--- config.mk ---
export PLATFORM = sky130hd
export DESIGN_NAME = ibex_mem_arbiter
export DESIGN_NICKNAME = d
export VERILOG_FILES = /design/src/rtl/ibex_mem_arbiter.sv
export SDC_FILE = /design/constraint.sdc
export NUM_CORES = 1
export LEC_CHECK = 0
export ABC_AREA = 1
export CAP_MARGIN = 20
export CORE_AREA = 2 2 107 109
export CTS_BUF_LIST = sky130_fd_sc_hd__clkbuf_2 sky130_fd_sc_hd__clkbuf_4 sky130_fd_sc_hd__clkbuf_8
export CTS_CLUSTER_SIZE = 12
export DETAILED_ROUTE_END_ITERATION = 8
export DIE_AREA = 0 0 109 111
export GPL_ROUTABILITY_DRIVEN = 0
export PLACE_DENSITY_LB_ADDON = 0.15
export SLEW_MARGIN = 5
export SYNTH_ARGS = -nofsm -noshare
export SYNTH_HDL_FRONTEND = slang
export SYNTH_SLANG_ARGS = --single-unit
export TNS_END_PERCENT = 10
--- constraint.sdc ---
create_clock -name clk_sys -period 2.3 [get_ports clk_sys]
set_input_delay 0.345 -clock clk_sys [delete_from_list [all_inputs] [get_ports clk_sys]]
set_output_delay 0.345 -clock clk_sys [all_outputs]
set_load 0.05 [all_outputs]
--- src/rtl/ibex_mem_arbiter.sv ---
// ibex_mem_arbiter: shares one single-port RAM (1-cycle read latency) between
// the Ibex instruction and data ports. Instruction fetch has priority; an
// aging counter forces a data grant after MAX_WAIT consecutive data denials.
// Out-of-window accesses are granted without touching the RAM and answered
// with an error response one cycle later.
// Optional feature macro: MEM_ARB_STATS_EN (grant counters and max stall).
module ibex_mem_arbiter #(
   parameter int unsigned MEM_SIZE  = 64 * 1024,
   parameter logic [31:0] MEM_START = 32'h0000_0000,
   parameter int unsigned MAX_WAIT  = 4
) (
   input  logic        clk_sys,
   input  logic        rst_sys_n,
   // instruction port
   input  logic        instr_req,
   input  logic [31:0] instr_addr,
   output logic        instr_gnt,
   output logic        instr_rvalid,
   output logic [31:0] instr_rdata,
   output logic        instr_err,
   // data port
   input  logic        data_req,
   input  logic        data_we,
   input  logic [3:0]  data_be,
   input  logic [31:0] data_addr,
   input  logic [31:0] data_wdata,
   output logic        data_gnt,
   output logic        data_rvalid,
   output logic [31:0] data_rdata,
   output logic        data_err,
`ifdef MEM_ARB_STATS_EN
   output logic [31:0] stat_instr_gnt,
   output logic [31:0] stat_data_gnt,
   output logic [3:0]  stat_data_stall_max,
`endif
   // RAM port
   output logic        mem_req,
   output logic        mem_we,
   output logic [3:0]  mem_be,
   output logic [31:0] mem_addr,
   output logic [31:0] mem_wdata,
   input  logic [31:0] mem_rdata
);

   localparam logic [31:0] WIN_MASK   = ~(32'(MEM_SIZE) - 32'd1);
   localparam logic [3:0]  MAX_WAIT_C = 4'(MAX_WAIT);

   // Outcome of the grant issued last cycle; selects who sees the response.
   typedef enum logic [2:0] {
      RESP_NONE  = 3'd0,
      RESP_I_OK  = 3'd1,
      RESP_I_ERR = 3'd2,
      RESP_D_OK  = 3'd3,
      RESP_D_ERR = 3'd4
   } resp_e;

   resp_e      resp_q, resp_d;
   logic       dwe_q, dwe_d;          // granted data access was a write
   logic [3:0] wait_cnt_q, wait_cnt_d;

   logic instr_in_win, data_in_win, data_win;

   assign instr_in_win = ((instr_addr & WIN_MASK) == MEM_START);
   assign data_in_win  = ((data_addr  & WIN_MASK) == MEM_START);
   // Data wins when instr is idle or data has aged out; reset blocks all grants.
   assign data_win     = rst_sys_n & data_req & (~instr_req | (wait_cnt_q == MAX_WAIT_C));

   // Arbitration, RAM drive, response next-state and aging next-state.
   always_comb begin
      instr_gnt  = 1'b0;
      data_gnt   = 1'b0;
      mem_req    = 1'b0;
      mem_we     = 1'b0;
      mem_be     = 4'h0;
      mem_addr   = 32'h0000_0000;
      mem_wdata  = 32'h0000_0000;
      resp_d     = RESP_NONE;
      dwe_d      = 1'b0;
      wait_cnt_d = 4'd0;

      if (data_win) begin
         data_gnt = 1'b1;
         dwe_d    = data_we;
         if (data_in_win) begin
            mem_req   = 1'b1;
            mem_we    = data_we;
            mem_be    = data_be;
            mem_addr  = data_addr;
            mem_wdata = data_wdata;
            resp_d    = RESP_D_OK;
         end else begin
            resp_d    = RESP_D_ERR;
         end
      end else if (rst_sys_n && instr_req) begin
         instr_gnt = 1'b1;
         if (instr_in_win) begin
            mem_req  = 1'b1;
            mem_be   = 4'hF;
            mem_addr = instr_addr;
            resp_d   = RESP_I_OK;
         end else begin
            resp_d   = RESP_I_ERR;
         end
      end else begin
         resp_d = RESP_NONE;
      end

      if (data_req && !data_gnt) begin
         wait_cnt_d = (wait_cnt_q == MAX_WAIT_C) ? wait_cnt_q : (wait_cnt_q + 4'd1);
      end else begin
         wait_cnt_d = 4'd0;
      end
   end

   // Response owner and aging counter registers.
   always_ff @(posedge clk_sys or negedge rst_sys_n) begin
      if (!rst_sys_n) begin
         resp_q     <= RESP_NONE;
         dwe_q      <= 1'b0;
         wait_cnt_q <= 4'd0;
      end else begin
         resp_q     <= resp_d;
         dwe_q      <= dwe_d;
         wait_cnt_q <= wait_cnt_d;
      end
   end

   // Route the response to the port that owned last cycle's grant.
   always_comb begin
      instr_rvalid = 1'b0;
      instr_err    = 1'b0;
      instr_rdata  = 32'h0000_0000;
      data_rvalid  = 1'b0;
      data_err     = 1'b0;
      data_rdata   = 32'h0000_0000;
      case (resp_q)
         RESP_I_OK: begin
            instr_rvalid = 1'b1;
            instr_rdata  = mem_rdata;
         end
         RESP_I_ERR: begin
            instr_rvalid = 1'b1;
            instr_err    = 1'b1;
         end
         RESP_D_OK: begin
            data_rvalid = 1'b1;
            data_rdata  = dwe_q ? 32'h0000_0000 : mem_rdata;
         end
         RESP_D_ERR: begin
            data_rvalid = 1'b1;
            data_err    = 1'b1;
         end
         default: begin
            instr_rvalid = 1'b0;
            data_rvalid  = 1'b0;
         end
      endcase
   end

`ifdef MEM_ARB_STATS_EN
   logic [31:0] stat_instr_gnt_q, stat_data_gnt_q;
   logic [3:0]  stat_stall_max_q;

   // Grant counters (free-running wrap) and high-water mark of the aging counter.
   always_ff @(posedge clk_sys or negedge rst_sys_n) begin
      if (!rst_sys_n) begin
         stat_instr_gnt_q <= 32'd0;
         stat_data_gnt_q  <= 32'd0;
         stat_stall_max_q <= 4'd0;
      end else begin
         stat_instr_gnt_q <= stat_instr_gnt_q + {31'd0, instr_gnt};
         stat_data_gnt_q  <= stat_data_gnt_q + {31'd0, data_gnt};
         if (wait_cnt_q > stat_stall_max_q) begin
            stat_stall_max_q <= wait_cnt_q;
         end else begin
            stat_stall_max_q <= stat_stall_max_q;
         end
      end
   end

   assign stat_instr_gnt      = stat_instr_gnt_q;
   assign stat_data_gnt       = stat_data_gnt_q;
   assign stat_data_stall_max = stat_stall_max_q;
`endif

endmodule

Word-level counts from Yosys, hierarchy flattened:

Cells that the tools add are included.

* logic and storage cells: 54
* register bits after elaboration: 8
* output and inout port bits: 140
* input port bits: 137

* reduce and logical (&&, ||, !) cells: 7
* multiplexer cells: 33
* bitwise logic cells: 4
* equal/unequal tests: 6
* $add $sub $neg: 1

Operators with widths (number)
* 32-bit 2-to-1 mux: 9
* 32-bit logical NOT: 2
* 4-bit 2-to-1 mux: 6
* 1-bit 2-to-1 mux: 14
* 3-bit 2-to-1 mux: 3
* 3-bit by 2-bit == test with 1-bit output (second input constant): 2
* 4-bit by 1-bit adder with 4-bit output (second input constant): 1
* 4-bit by 3-bit == test with 1-bit output (second input constant): 1
* 2-bit OR reduction: 2
* 3-bit by 1-bit == test with 1-bit output (second input constant): 1
* 3-bit == test (second input constant): 1
* 1-bit AND: 2
* 1-bit logical AND: 2
* 2-bit 2-to-1 mux: 1
* 2-bit inequality test (second input constant): 1
* 1-bit logical NOT: 1
* 1-bit inverter: 1
* 1-bit bitwise OR: 1

Logic depth before layout (Yosys ltp):

* depth after elaboration: 7
* gate-level depth with buffers: 8
* mapped depth without buffers: 7

Worst setup path before layout:

OpenSTA, ideal clock, no wires.

* path kind: flip-flop to output port
* start point: register wait_cnt_q[0]
* end point: output port mem_be[0]
* required time: 1.955 ns
* path buffers: 1
* stages on the path, launching flop included: 8
* slack: -0.395 ns
* arrival time: 2.350 ns
* cells stage by stage: dfrtp_1 > inv_1 > ha_1 > nand3_2 > a21oi_4 > nand3_2 > buf_2 > o21ai_0

* cells in the longest elaborated chain, start to end: 4

RTL lines
* start, declared: RTL line 59 `logic [3:0] wait_cnt_q, wait_cnt_d;`
* start signal, assigned: RTL line 124 `wait_cnt_q <= wait_cnt_d;`
* 4-bit by 3-bit == test with 1-bit output: RTL line 66 `assign data_win = rst_sys_n & data_req & (~instr_req | (wait_cnt_q == MAX_WAIT_C));`
* 1-bit bitwise OR: RTL line 66
* 1-bit AND: RTL line 66
* 4-bit 2-to-1 mux: RTL line 81 `if (data_win) begin`
* end, declared: RTL line 39 `output logic [3:0] mem_be,`

No other way between the ends.

Worst setup path after layout:

* start point: register wait_cnt_q[1]
* end point: output port mem_be[0]

Same word-level chain as after synthesis.

==> flow_summary.json <==
{
  "p_sw_w": 0.000262,
  "p_seq_frac": 0.204,
  "io_buffers": 260,
  "ios": 277,
  "grt_overflow": 0,
  "outcome": "complete, no violations",
  "drt-initial-drc-count": 85,
  "p_leak_nw": 2.74,
  "path_max_fanout": 8,
  "wl_met3_um": 1140,
  "fin_crit_ns": 2.25,
  "yosysTopAreaCellShare": 0.254,
  "place_inst": 726,
  "worst_pin_slew_ns": 0.511,
  "finClkSkew_ns": 0.00310,
  "ys_seq_elements": 8,
  "cts_tree": "yes",
  "wl_met1_um": 3180,
  "ys_types": 22,
  "ir_worst_vdd_v": 0.000116,
  "antenna_found_initial": 0,
  "power_density_nw_per_um2": 133,
  "power.share.switching": 0.332,
  "start_util": 0.148,
  "topRoutingLayerUsed": "met4",
  "drcViolationCount": 0,
  "htree_levels": 1,
  "p_clk_frac": 0.210,
  "ant_nets": 0,
  "hold_viol": 0,
  "nets": 737,
  "grt_pass1_vias": 2810,
  "slew_headroom": 0.658,
  "yosysTopAreaCell": "nor2_1",
  "fin_util": 0.537,
  "final_area_sq_um": 5940,
  "die_x_um": 109,
  "rsz0062_at_grt": "yes",
  "fillers": 971,
  "area_delta_synth_final_pct": 262,
  "clk_pin_slew_ns": 0.04,
  "synthCells": 328,
  "slew_violations": 0,
  "die_area_sq_um": 12100,
  "setup_viol_count_final": 0,
  "wl_per_cell_um": 13.1,
  "drt_wl_total_um": 9710,
  "vias_per_cell": 3.95,
  "grt_pass1_wl_um": 13800,
  "critPathCaptureType": "output port",
  "core_sq_um": 11100,
  "post-dp-hpwl_um": 8060,
  "report.power.total_w": 0.000790,
  "cts_made_buffers": 3,
  "cp.required_ns": 1.96,
  "hold_buffers": 0,
  "whs_ns": 0.467,
  "grt_max_degree": 38,
  "final_cells": 739,
  "cts_max_path_buffers": 2,
  "dr.pass1.iters": 4,
  "cts_sinks": 8,
  "yosysSeqAreaShare": 0.122,
  "avgSynthCellArea_sq_um": 5.01,
  "internal_power_w": 0.000528,
  "antenna_cells": 0,
  "drv_cap": 0,
  "wl_met2_um": 5320,
  "dieHeight_um": 111,
  "synth_area_sq_um": 1640,
  "criticalPathCategory": "flop to output port",
  "track_usage": 0.142,
  "holdCritPathClass": "primary input to asynchronous set/reset pin",
  "worstPathArrival_ns": 1.91,
  "drive_gt1_frac": 0.329,
  "fp-row-count": 39,
  "p_comb_frac": 0.586,
  "synth_area_leaders": "nor2_1 (25%), inv_1 (18%), dfrtp_1 (12%)",
  "vias": 2919,
  "insertion_delay_ns": 0.23,
  "fin_crit_sh": 0.980,
  "clock.fmax_mhz": 444,
  "yosysWarningCount": 0,
  "critPathLaunchType": "flop",
  "place_area_sq_um": 5590,
  "cts-root-buf": "clkbuf_8"
}
==> cell usage after synthesis, drive strengths merged <==
cell type  instances
nor2             121
inv               78
nand2             33
buf               21
nand3             19
nand4             18
clkbuf            10
dfrtp              8
o21ai              7
a21oi              5
ha                 2
nor3               2
conb               1
or2                1
xnor2              1
xor2               1
==> critical path: stages (launching register included) <==
cell	delay, ns
dfrtp_1	0.39
inv_2	0.09
ha_4	0.14
nand3_4	0.09
a21oi_4	0.20
nand3_4	0.20
clkbuf_16	0.24
o21ai_4	0.17
buf_12	0.15
==> registers in the layout (all words and copies together) (netlist names) <==
register,count
resp_q,3
dwe_q,1
wait_cnt_q,4
==> area by class of cell <==
type | count | area (sq um) | share of cell area
Timing Repair Buffer | 281 | 4050 | 0.681
Sequential cell | 8 | 200 | 0.0337
Clock buffer | 3 | 41.3 | 0.00695
Tap cell | 143 | 179 | 0.0301
Multi-Input combinational cell | 226 | 1180 | 0.199
Inverter | 78 | 293 | 0.0493
==> power by group through the flow <==
| stage | Combinational [W] | Sequential, W | Clock [W] |
|---|---|---|---|
| final | 0.000463 | 0.000161 | 0.000166 |
| after floorplan | 0.000181 | 0.000161 | 0 |
| after global routing | 0.000501 | 0.000163 | 0.000179 |
| after global placement | 0.000425 | 0.000162 | 0 |
| after detailed placement | 0.000433 | 0.000162 | 0 |
| after CTS | 0.000436 | 0.000161 | 0.000173 |
==> timing repair <==
item	CTS	global route
cloned	0	5
gates resized for setup	8	42
buffers inserted	0	5
endpoints found under the setup margin	9	53
pin swaps	0	8
==> per-stage QoR <==
| step | setup TNS [ns] | setup slack [ns] |
|---|---|---|
| 3_3_place_gp | 0 | 0.0751 |
| 6_report | 0 | 0.0471 |
| 5_1_grt | -0.255 | -0.0504 |
| 3_5_place_dp | 0 | 0.0382 |
| 4_1_cts | -0.0387 | -0.00868 |
| 2_1_floorplan | -0.0733 | -0.0183 |
==> routing by layer <==
metal  GRT usage  vias up
met4      0.0248        0
li1            -     1469
met2       0.288      168
met1       0.137     1276
met5           0        -
met3      0.0441        6
==> final timing paths <==
path	startpoint	to	slack, ns	depth (start not counted)
worst min register to register	wait_cnt_q[0]	wait_cnt_q[0]	0.57	2
worst max-delay path	wait_cnt_q[1]	mem_be[0]	0.05	8
worst max register to register	wait_cnt_q[1]	wait_cnt_q[3]	0.66	9
min in group clk_sys	wait_cnt_q[0]	wait_cnt_q[0]	0.57	2
worst min-delay path	rst_sys_n	wait_cnt_q[2]	0.47	2
max in group asynchronous	rst_sys_n	resp_q[0]	1.71	2
==> kinds of logic after synthesis <==
family | synth area share
AO/OA/AOI/OAI | 0.0457
XOR/XNOR | 0.0107
adder cells (fa/ha/maj) | 0.0152
buffers and inverters | 0.295
flip-flops | 0.122
other | 0.00228
AND/OR/NAND/NOR | 0.510
==> layout by cell type, fill, tap and decap left out, types with 2 or more instances in the layout <==
| master | count |
|---|---|
| inv_2 | 2 |
| nor2_1 | 86 |
| o21ai_0 | 3 |
| buf_6 | 4 |
| nand2_4 | 2 |
| dfrtp_1 | 8 |
| buf_12 | 122 |
| nand4_1 | 18 |
| clkdlybuf4s50_1 | 138 |
| nand2_1 | 30 |
| buf_4 | 14 |
| clkbuf_8 | 3 |
| nor3_1 | 2 |
| conb_1 | 16 |
| nor2_2 | 29 |
| clkbuf_16 | 3 |
| o21ai_4 | 2 |
| nor2_4 | 6 |
| nand3_4 | 2 |
| a21oi_1 | 3 |
| nand3_1 | 17 |
| inv_1 | 76 |
| o21ai_2 | 2 |
(Power assumes the default switching activity.)
